File: config.mk
export PLATFORM = sky130hd
export DESIGN_NAME = triangle_source
export DESIGN_NICKNAME = d
export VERILOG_FILES = /design/src/rtl/triangle_source.sv
export SDC_FILE = /design/constraint.sdc
export NUM_CORES = 1
export LEC_CHECK = 0
export BUFFER_PORTS_ARGS = -buffer_cell sky130_fd_sc_hd__buf_2
export CORE_MARGIN = 2
export CORE_UTILIZATION = 32
export CTS_BUF_LIST = sky130_fd_sc_hd__clkbuf_8 sky130_fd_sc_hd__clkbuf_16
export CTS_CLUSTER_DIAMETER = 30
export DETAILED_ROUTE_END_ITERATION = 12
export HOLD_SLACK_MARGIN = 0.1
export SLEW_MARGIN = 20
export SYNTH_ARGS = -nofsm -noshare
export SYNTH_HDL_FRONTEND = slang
export SYNTH_SLANG_ARGS = --single-unit
export TNS_END_PERCENT = 5
File: constraint.sdc
create_clock -name clk -period 2.5 [get_ports clk]
set_input_delay 0.5 -clock clk [delete_from_list [all_inputs] [get_ports clk]]
set_output_delay 0.5 -clock clk [all_outputs]
set_load 0.02 [all_outputs]
File: src/rtl/triangle_source.sv
// rtl/triangle_source.sv - emits a fixed table of triangles one vertex per cycle, paced by a busy handshake.
// Optional feature macro: TRI_LOOP_EN (wrap to the first triangle instead of stopping in DONE).
module triangle_source #(
  parameter int NUM_TRI = 4
) (
  input  logic       clk,
  input  logic       reset,
  input  logic       busy,
  output logic       nt,
  output logic [2:0] xo,
  output logic [2:0] yo
);

  typedef enum logic [2:0] {
    IDLE    = 3'd0,
    V0      = 3'd1,
    V1      = 3'd2,
    V2      = 3'd3,
    WAIT_HI = 3'd4,
    WAIT_LO = 3'd5,
    DONE    = 3'd6
  } state_e;

  localparam logic [2:0] LAST_IDX = 3'(NUM_TRI - 1);

  state_e     state_q, state_d;
  logic [2:0] tri_idx_q, tri_idx_d;
  logic       nt_q, nt_d;
  logic [2:0] xo_q, xo_d;
  logic [2:0] yo_q, yo_d;

  // Returns {x, y} of vertex v of triangle t.
  function automatic logic [5:0] vertex(input logic [2:0] t, input logic [1:0] v);
    logic [5:0] xy;
    xy = 6'd0;
    case ({t, v})
      5'b000_00: xy = {3'd0, 3'd0};
      5'b000_01: xy = {3'd4, 3'd0};
      5'b000_10: xy = {3'd0, 3'd4};
      5'b001_00: xy = {3'd1, 3'd1};
      5'b001_01: xy = {3'd6, 3'd2};
      5'b001_10: xy = {3'd3, 3'd7};
      5'b010_00: xy = {3'd7, 3'd0};
      5'b010_01: xy = {3'd2, 3'd3};
      5'b010_10: xy = {3'd7, 3'd7};
      5'b011_00: xy = {3'd3, 3'd1};
      5'b011_01: xy = {3'd0, 3'd6};
      5'b011_10: xy = {3'd5, 3'd5};
      default:   xy = 6'd0;
    endcase
    return xy;
  endfunction

  always_comb begin
    state_d   = state_q;
    tri_idx_d = tri_idx_q;
    case (state_q)
      IDLE:    if (!busy) state_d = V0;
      V0:      state_d = V1;
      V1:      state_d = V2;
      V2:      state_d = WAIT_HI;
      WAIT_HI: if (busy) state_d = WAIT_LO;
      WAIT_LO: begin
        if (!busy) begin
          if (tri_idx_q == LAST_IDX) begin
`ifdef TRI_LOOP_EN
            tri_idx_d = 3'd0;
            state_d   = IDLE;
`else
            state_d   = DONE;
`endif
          end else begin
            tri_idx_d = tri_idx_q + 3'd1;
            state_d   = IDLE;
          end
        end
      end
      DONE:    state_d = DONE;
      default: state_d = IDLE;
    endcase
  end

  // Outputs are decoded from the next state so they leave the flops aligned with it.
  always_comb begin
    nt_d = 1'b0;
    xo_d = 3'd0;
    yo_d = 3'd0;
    case (state_d)
      V0: begin
        nt_d         = 1'b1;
        {xo_d, yo_d} = vertex(tri_idx_d, 2'd0);
      end
      V1:      {xo_d, yo_d} = vertex(tri_idx_d, 2'd1);
      V2:      {xo_d, yo_d} = vertex(tri_idx_d, 2'd2);
      default: begin
        nt_d = 1'b0;
        xo_d = 3'd0;
        yo_d = 3'd0;
      end
    endcase
  end

  always_ff @(posedge clk) begin
    if (reset) begin
      state_q   <= IDLE;
      tri_idx_q <= 3'd0;
      nt_q      <= 1'b0;
      xo_q      <= 3'd0;
      yo_q      <= 3'd0;
    end else begin
      state_q   <= state_d;
      tri_idx_q <= tri_idx_d;
      nt_q      <= nt_d;
      xo_q      <= xo_d;
      yo_q      <= yo_d;
    end
  end

  assign nt = nt_q;
  assign xo = xo_q;
  assign yo = yo_q;

endmodule

==> flow_metrics.env, run 1 <==
export IMPL_grt_max_degree=11
export IMPL_layout_min_cycle_time_ns=1.803
export IMPL_via_per_inst=5.391
export IMPL_cts_tree="yes"
export IMPL_synth_distinct_cells=32
export IMPL_numCtsBuffers=3
export IMPL_p_leak_nw=0.3045
export IMPL_synth_avg_cell_area_um2=8.880
export IMPL_routed_wirelength_um=1377
export IMPL_post_synth_instance_area_um2=639.4
export IMPL_ys_seq_area_share_pct=40.70
export IMPL_track_usage_pct=12.83
export IMPL_status="finished, final reports clean"
export IMPL_place_ws_ns=0.7479
export IMPL_numClockSinks=13
export IMPL_arrival_ns=1.96
export IMPL_drive_gt1_share_pct=16.87
export IMPL_slowest_stage="dfxtp_1"
export IMPL_slew_viol_final=0
export IMPL_crit_path_start_kind="register"
export IMPL_crit_required_ns=2.66
export IMPL_finalSetupViolCount=0
export IMPL_die_width_um=48.70
export IMPL_p_total_mw=0.4499
export IMPL_max_stage_delay_ns=0.38
export IMPL_area_growth_synth_to_final_pct=16.83
export IMPL_finalHoldViolCount=0
export IMPL_whs_ns=0.5024
export IMPL_grt_pass1_wl_um=2311
export IMPL_num_vias=593
export IMPL_grt_pass1_vias=561
export IMPL_netlist_instances=72
export IMPL_nets=88
export IMPL_wl_per_cell_um=12.52
export IMPL_io_buffers=9
export IMPL_drv_cap=0
export IMPL_cts_hold_fix_buffers=0
export IMPL_dr_wl_met2_um=628
export IMPL_n_antenna_cell=0
export IMPL_wl_met3_um=96
export IMPL_dp_hpwl_um=983.5
export IMPL_rsz0062_at_grt="false"
export IMPL_worst_pin_slew_ns=0.3048
export IMPL_cts_post_setup_buffers_inserted=0
export IMPL_min_period_over_period_pct=72.13
export IMPL_post_cts_resize_count=0
export IMPL_ys_ff_latch=13
export IMPL_timing_final_ws_setup_ns=0.6967
export IMPL_drc=0
export IMPL_top_layer="met4"
export IMPL_max_slew_margin_rel_pct=79.10
export IMPL_antenna_found_initial=0
export IMPL_drt_initial_drc_count=24
export IMPL_crit_chain="ha_1 > or3b_1 > mux2i_1 > o21ai_0 > o31ai_1"
export IMPL_critPathKind="reg2reg"
export IMPL_yosys_warnings=0
export IMPL_endpoint_kind="register"
export IMPL_root_buffer="clkbuf_8"
export IMPL_fin_skew_ns=0.003645
export IMPL_irDropWorstVdd_mv=0.2077
export IMPL_m1WireLength_um=589
export IMPL_tns_ns=0
export IMPL_die_y_um=48.70
export IMPL_rows=16
export IMPL_dieArea_um2=2372
export IMPL_clkTransAtPathRegs_ns=0.06
export IMPL_p_per_area_nw_per_um2=602.4
export IMPL_crit_fanout=8
export IMPL_max_freq_mhz=554.5
export IMPL_synth_fp_nets=76
export IMPL_design_core_area_um2=1922
export IMPL_clk_path_buf_depth=2
export IMPL_gp_routability_congestion=0.9159
export IMPL_start_util_pct=33.27
export IMPL_grt_remaining_overflow=0
export IMPL_antenna_left=0
export IMPL_hp_class="in2reg"
export IMPL_firstDrtPassIters=4
export IMPL_num_io_pins=10
export IMPL_clock_latency_ns=0.24
export IMPL_htree_levels=1
[metal layers]
metal	global-route usage (%)	vias up
met5	0	-
met4	9.524	0
met3	3.704	9
met2	21.92	35
met1	13.24	257
li1	-	292
[worst max-delay path: cells and delay by family (launching register included)]
kind                       cells  cell delay (ns)
AOI/OAI and AO/OA              2             0.32
and+or+nand+nor                1             0.36
DFF                            1             0.38
muxes                          1             0.28
adders and majority gates      1             0.38
[cells by family after synthesis]
kind of cell	count (synthesis)	synth area share, %
compound gates	26	27.20
buf+inv	4	3.718
mux	1	1.566
flops	13	40.70
simple gates	27	24.85
fa+ha+maj	1	1.957
[registers in the layout (all words and copies together) (netlist names)]
register,count
state_q,3
yo,3
xo,3
tri_idx_q,3
nt,1
[cells in the mapped netlist]
library cell | number | share of area (%)
and4bb_2 | 1 | 2.0
a311oi_1 | 1 | 1.4
ha_1 | 1 | 2.0
inv_1 | 2 | 1.2
buf_6 | 1 | 1.8
o311a_1 | 1 | 1.6
nor2b_1 | 2 | 2.0
o21bai_1 | 1 | 1.2
and2_1 | 1 | 0.98
o211ai_1 | 1 | 1.2
o221a_1 | 1 | 1.8
or2_1 | 1 | 0.98
o221ai_1 | 1 | 1.4
a21oi_1 | 9 | 7.0
buf_2 | 1 | 0.78
nor4_1 | 1 | 0.98
dfxtp_1 | 13 | 41
a31o_1 | 1 | 1.4
nor3_1 | 4 | 3.1
nor2_1 | 8 | 4.7
and2b_1 | 2 | 2.3
a211oi_1 | 1 | 1.2
nand3_1 | 1 | 0.78
nand2b_1 | 4 | 3.9
o21ai_0 | 4 | 3.1
o31ai_1 | 2 | 2.3
o21a_1 | 1 | 1.2
or3b_1 | 1 | 1.4
o22ai_1 | 1 | 0.98
o21ba_2 | 1 | 1.6
nand4bb_1 | 1 | 1.8
mux2i_1 | 1 | 1.6
[where the power goes]
group          internal [mW]  switching, mW
Clock                  0.108         0.0757
Combinational         0.0169         0.0249
Sequential             0.215        0.00930
[path summary, 6_finish.rpt]
path	slack (ns)	depth (start not counted)	startpoint	to
setup reg to reg	0.70	5	tri_idx_q[0]	yo[0]
hold reg to reg	0.54	2	tri_idx_q[2]	tri_idx_q[2]
setup / recovery	0.70	5	tri_idx_q[0]	yo[0]
hold / removal	0.50	2	reset	state_q[0]
[through the flow]
| stage | utilization, % | instances | instance area (µm²) |
|---|---|---|---|
| floorplan | - | 72 | 639.4 |
| global placement | 36.52 | 106 | 701.9 |
| detailed placement | 36.52 | 106 | 701.9 |
| CTS | 38.87 | 110 | 747.0 |
| global route | 38.87 | 110 | 747.0 |
| finish | 38.87 | 110 | 747.0 |
[placed cells by master, fill, tap and decap left out, types with 3 or more instances in the layout]
cell,count
dfxtp_1,13
a21oi_1,9
buf_2,9
nor2_1,8
nand2b_1,4
o21ai_0,4
nor3_1,4
inv_1,3
clkbuf_8,3
[layout make-up]
type	count	area, µm²
inverters	2	7.507
flip-flops and latches	13	260.3
multi-input cells	55	355.3
clock inverters	1	3.754
fillers	204	1175
well taps	27	33.78
clock buffers	3	41.29
repair buffers	9	45.04
Note: power is estimated with default switching activity, not from simulation.
==> inputs of run 2 (changes only) <==
- clock period: 2.5 -> 1.85 ns (I/O delays scaled with it)
==> flow_metrics.env, run 2 (synthesis results as in run 1) <==
export IMPL_cts_tree="yes"
export IMPL_die_width_um=48.70
export IMPL_status="finished, final reports clean"
export IMPL_finalSetupViolCount=0
export IMPL_irDropWorstVdd_mv=0.2853
export IMPL_rsz0062_at_grt="false"
export IMPL_nets=89
export IMPL_max_slew_margin_rel_pct=76.55
export IMPL_min_path_cells=2
export IMPL_clock_latency_ns=0.25
export IMPL_drt_initial_drc_count=13
export IMPL_die_y_um=48.70
export IMPL_grt_remaining_overflow=0
export IMPL_critPathKind="reg2reg"
export IMPL_routed_wirelength_um=1509
export IMPL_timing_final_ws_setup_ns=0.09572
export IMPL_crit_required_ns=2.00
export IMPL_htree_levels=1
export IMPL_root_buffer="clkbuf_8"
export IMPL_design_core_area_um2=1922
export IMPL_p_leak_nw=0.3125
export IMPL_nFillCells=206
export IMPL_endpoint_kind="register"
export IMPL_antenna_found_initial=0
export IMPL_max_freq_mhz=570.0
export IMPL_p_per_area_nw_per_um2=797.0
export IMPL_min_period_over_period_pct=94.83
export IMPL_clk_path_buf_depth=2
export IMPL_numClockSinks=13
export IMPL_via_per_inst=5.414
export IMPL_grt_pass1_wl_um=2553
export IMPL_grt_pass1_vias=574
export IMPL_arrival_ns=1.91
export IMPL_io_buffers=9
export IMPL_crit_path_start_kind="register"
export IMPL_grt_max_degree=11
export IMPL_crit_fanout=5
export IMPL_num_io_pins=10
export IMPL_cts_hold_fix_buffers=0
export IMPL_drc=0
export IMPL_worst_pin_slew_ns=0.3490
export IMPL_firstDrtPassIters=4
export IMPL_dp_hpwl_um=1022
export IMPL_place_ws_ns=0.1329
export IMPL_p_total_mw=0.6113
export IMPL_tns_ns=0
export IMPL_hp_class="in2reg"
export IMPL_layout_common_cells="dfxtp_1 (13), a21oi_1 (9), buf_2 (9)"
export IMPL_num_vias=601
export IMPL_fin_skew_ns=0.0008202
export IMPL_finalHoldViolCount=0
export IMPL_slew_viol_final=0
export IMPL_wl_per_cell_um=13.59
export IMPL_rows=16
export IMPL_r2r_cells=5
export IMPL_final_common_cell="dfxtp_1"
export IMPL_layout_min_cycle_time_ns=1.754
export IMPL_drv_cap=0
export IMPL_n_antenna_cell=0
export IMPL_drive_gt1_share_pct=19.05
export IMPL_area_growth_synth_to_final_pct=19.96
export IMPL_start_util_pct=33.27
export IMPL_dieArea_um2=2372
export IMPL_gp_routability_congestion=0.9245
export IMPL_numCtsBuffers=3
export IMPL_clkTransAtPathRegs_ns=0.05
export IMPL_antenna_left=0
export IMPL_track_usage_pct=14.24
-- run 2: cell types whose count changed in the layout (fill, tap and decap cells not counted) --
cell	previous run	this run
mux2i_1	1	0
mux2i_4	0	1
buf_4	0	1
-- run 2: per-layer routing --
metal	wire, µm	vias to the layer above	GRT usage (%)
met5	0	-	0
met4	55	0	10.00
met2	678	34	22.37
li1	-	292	-
met1	657	268	16.79
met3	117	7	3.704
-- run 2: final cells by class --
type / count / area, µm² / share of cell area [%]
clock buffers: 3 / 41.29 / 5.383
multi-input cells: 55 / 367.9 / 47.96
inverters: 2 / 7.507 / 0.9788
repair buffers: 10 / 52.55 / 6.852
flip-flops and latches: 13 / 260.3 / 33.93
well taps: 27 / 33.78 / 4.405
clock inverters: 1 / 3.754 / 0.4894
-- run 2: power breakdown --
part	internal [mW]	switching (mW)	total (mW)	leakage, nW
Combinational	0.0231	0.0347	0.0578	0.180
Sequential	0.290	0.0132	0.303	0.106
Clock	0.147	0.103	0.250	0.0269
Total	0.460	0.151	0.611	0.312
-- run 2: final timing paths --
check	to	slack, ns	start
worst max-delay path	yo[0]	0.1	tri_idx_q[1]
worst min-delay path	state_q[2]	0.38	reset
worst max register to register	yo[0]	0.1	tri_idx_q[1]
worst min register to register	tri_idx_q[2]	0.56	tri_idx_q[2]
-- run 2: through the flow --
step / instances / cell area (µm²) / hold slack (ns) / util (%)
after global placement: 107 / 709.4 / 0.5329 / 36.91
after detailed placement: 107 / 709.4 / 0.5355 / 36.91
after CTS: 111 / 754.5 / 0.3742 / 39.26
after floorplan: 72 / 639.4 / 0.4421 / -
final: 111 / 767.0 / 0.3775 / 39.91
after global routing: 111 / 767.0 / 0.3944 / 39.91
-- run 2: worst max-delay path, cell delays in order, from the launching register on --
cell     delay [ns]
dfxtp_1        0.35
ha_1           0.36
or3b_1         0.41
mux2i_4        0.19
o21ai_0        0.12
o31ai_1        0.23
-- run 2: timing repair --
item,4_1_cts,5_1_grt
buffers inserted,0,0
gates resized for setup,0,2
endpoints found under the setup margin,0,3
==> inputs of run 3 (changes only) <==
--- a/config.mk
+++ b/config.mk
@@ -13,4 +13,5 @@
 export DETAILED_ROUTE_END_ITERATION = 12
 export HOLD_SLACK_MARGIN = 0.1
+export SKIP_LAST_GASP = 1
 export SLEW_MARGIN = 20
 export SYNTH_ARGS = -nofsm -noshare
==> constraint.sdc (replaced) <==
create_clock -name clk -period 1.85 [get_ports clk]
set_input_delay 0.4625 -clock clk [delete_from_list [all_inputs] [get_ports clk]]
set_output_delay 0.4625 -clock clk [all_outputs]
set_load 0.02 [all_outputs]
==> flow_metrics.env, run 3 (synthesis results as in run 1) <==
export IMPL_tns_ns=0
export IMPL_drv_cap=0
export IMPL_drive_gt1_share_pct=19.05
export IMPL_num_vias=602
export IMPL_reg2reg_from="tri_idx_q[1]"
export IMPL_max_stage_delay_ns=0.38
export IMPL_finalHoldViolCount=0
export IMPL_grt_max_degree=11
export IMPL_cp_top_family="simple AND/OR/NAND/NOR gates"
export IMPL_p_leak_nw=0.3116
export IMPL_endpoint_kind="register"
export IMPL_worst_pin_slew_ns=0.3437
export IMPL_fin_skew_ns=0.001595
export IMPL_design_core_area_um2=1922
export IMPL_via_per_inst=5.423
export IMPL_status="finished, final reports clean"
export IMPL_wl_per_cell_um=13.02
export IMPL_track_usage_pct=13.04
export IMPL_area_growth_synth_to_final_pct=18.59
export IMPL_max_freq_mhz=570.9
export IMPL_max_slew_margin_rel_pct=77.09
export IMPL_num_io_pins=10
export IMPL_antenna_left=0
export IMPL_irDropWorstVdd_mv=0.3165
export IMPL_rr_endpoint="yo[2]"
export IMPL_die_y_um=48.70
export IMPL_numCtsBuffers=3
export IMPL_grt_pass1_vias=523
export IMPL_p_per_area_nw_per_um2=802.7
export IMPL_antenna_found_initial=0
export IMPL_htree_levels=1
export IMPL_critPathKind="reg2reg"
export IMPL_grt_remaining_overflow=0
export IMPL_hp_class="in2reg"
export IMPL_hold_end="state_q[0]"
export IMPL_firstDrtPassIters=4
export IMPL_nets=89
export IMPL_dieArea_um2=2372
export IMPL_arrival_ns=1.92
export IMPL_layout_min_cycle_time_ns=1.752
export IMPL_layout_common_cells="dfxtp_1 (13), a21oi_1 (9), buf_2 (9)"
export IMPL_crit_fanout=5
export IMPL_r2r_cells=5
export IMPL_clkTransAtPathRegs_ns=0.05
export IMPL_regToRegSetupSlack_ns=0.1
export IMPL_seqCellArea_um2=260.3
export IMPL_root_buffer="clkbuf_8"
export IMPL_grt_pass1_wl_um=2373
export IMPL_slew_viol_final=0
export IMPL_clk_path_buf_depth=2
export IMPL_min_from="reset"
export IMPL_min_path_cells=2
export IMPL_drt_initial_drc_count=22
export IMPL_die_width_um=48.70
export IMPL_crit_required_ns=2.02
export IMPL_drc=0
export IMPL_cts_tree="yes"
export IMPL_n_antenna_cell=0
export IMPL_multi_input_area_um2=359.1
export IMPL_dp_hpwl_um=959.2
export IMPL_finalSetupViolCount=0
export IMPL_numClockSinks=13
export IMPL_gp_routability_congestion=0.9303
export IMPL_critPathBufInv=0
export IMPL_nFillCells=211
export IMPL_dpl_cell_area_um2=709.4
export IMPL_min_period_over_period_pct=94.68
export IMPL_routed_wirelength_um=1445
export IMPL_final_common_cell="dfxtp_1"
export IMPL_crit_chain="ha_1 > or3b_1 > mux2i_2 > o221ai_1 > a21oi_1"
export IMPL_rows=16
export IMPL_crit_path_start_kind="register"
export IMPL_fin_area_um2=758.2
export IMPL_p_total_mw=0.6086
export IMPL_io_buffers=9
export IMPL_slowest_stage="or3b_1"
export IMPL_start_util_pct=33.27
export IMPL_clock_latency_ns=0.24
[run 3: timing repair]
action / in CTS / in global routing
setup endpoints to repair: 0 / 4
buffers inserted: 0 / 0
resized for setup: 0 / 1
hold buffers: 0 / 0
[run 3: power breakdown]
group / internal, mW / total (mW) / leakage, nW / switching [mW]
Combinational: 0.0230 / 0.0565 / 0.179 / 0.0335
Clock: 0.147 / 0.249 / 0.0269 / 0.102
Sequential: 0.290 / 0.303 / 0.106 / 0.0129
[run 3: worst max path at each step]
| stage | from | end | slack (ns) | cells past startpoint |
|---|---|---|---|---|
| final | tri_idx_q[1] | yo[2] | 0.1 | 5 |
| after global routing | tri_idx_q[1] | yo[2] | -0.02 | 5 |
| after CTS | tri_idx_q[1] | yo[0] | 0.11 | 5 |
| after detailed placement | tri_idx_q[1] | yo[0] | 0.13 | 5 |
| after global placement | reset | xo[1] | 0.16 | 5 |
| after floorplan | tri_idx_q[0] | yo[0] | 0.25 | 5 |
[run 3: metal layers]
layer	vias to the layer above	global-route usage, %	wire [µm]
met4	0	7.143	32
met3	6	4.012	74
li1	294	-	-
met5	-	0	0
met2	20	19.86	696
met1	282	16.35	642
[run 3: final cells by class]
cell class / count / area share (%)
Tap cell: 27 / 4.455
Multi-Input combinational cell: 55 / 47.36
Sequential cell: 13 / 34.32
Timing Repair Buffer: 10 / 6.931
Inverter: 2 / 0.9901
Clock inverter: 1 / 0.4950
Clock buffer: 3 / 5.446
[run 3: per-stage QoR]
stage                     worst slack [ns]  hold slack (ns)  cells  utilization, %
after global routing              -0.01636           0.4785    111           39.45
final                              0.09833           0.4667    111           39.45
after detailed placement            0.1277           0.5209    107           36.91
after global placement              0.1595           0.5324    107           36.91
after CTS                           0.1121           0.4627    111           39.26
after floorplan                     0.2498           0.4833     72               -
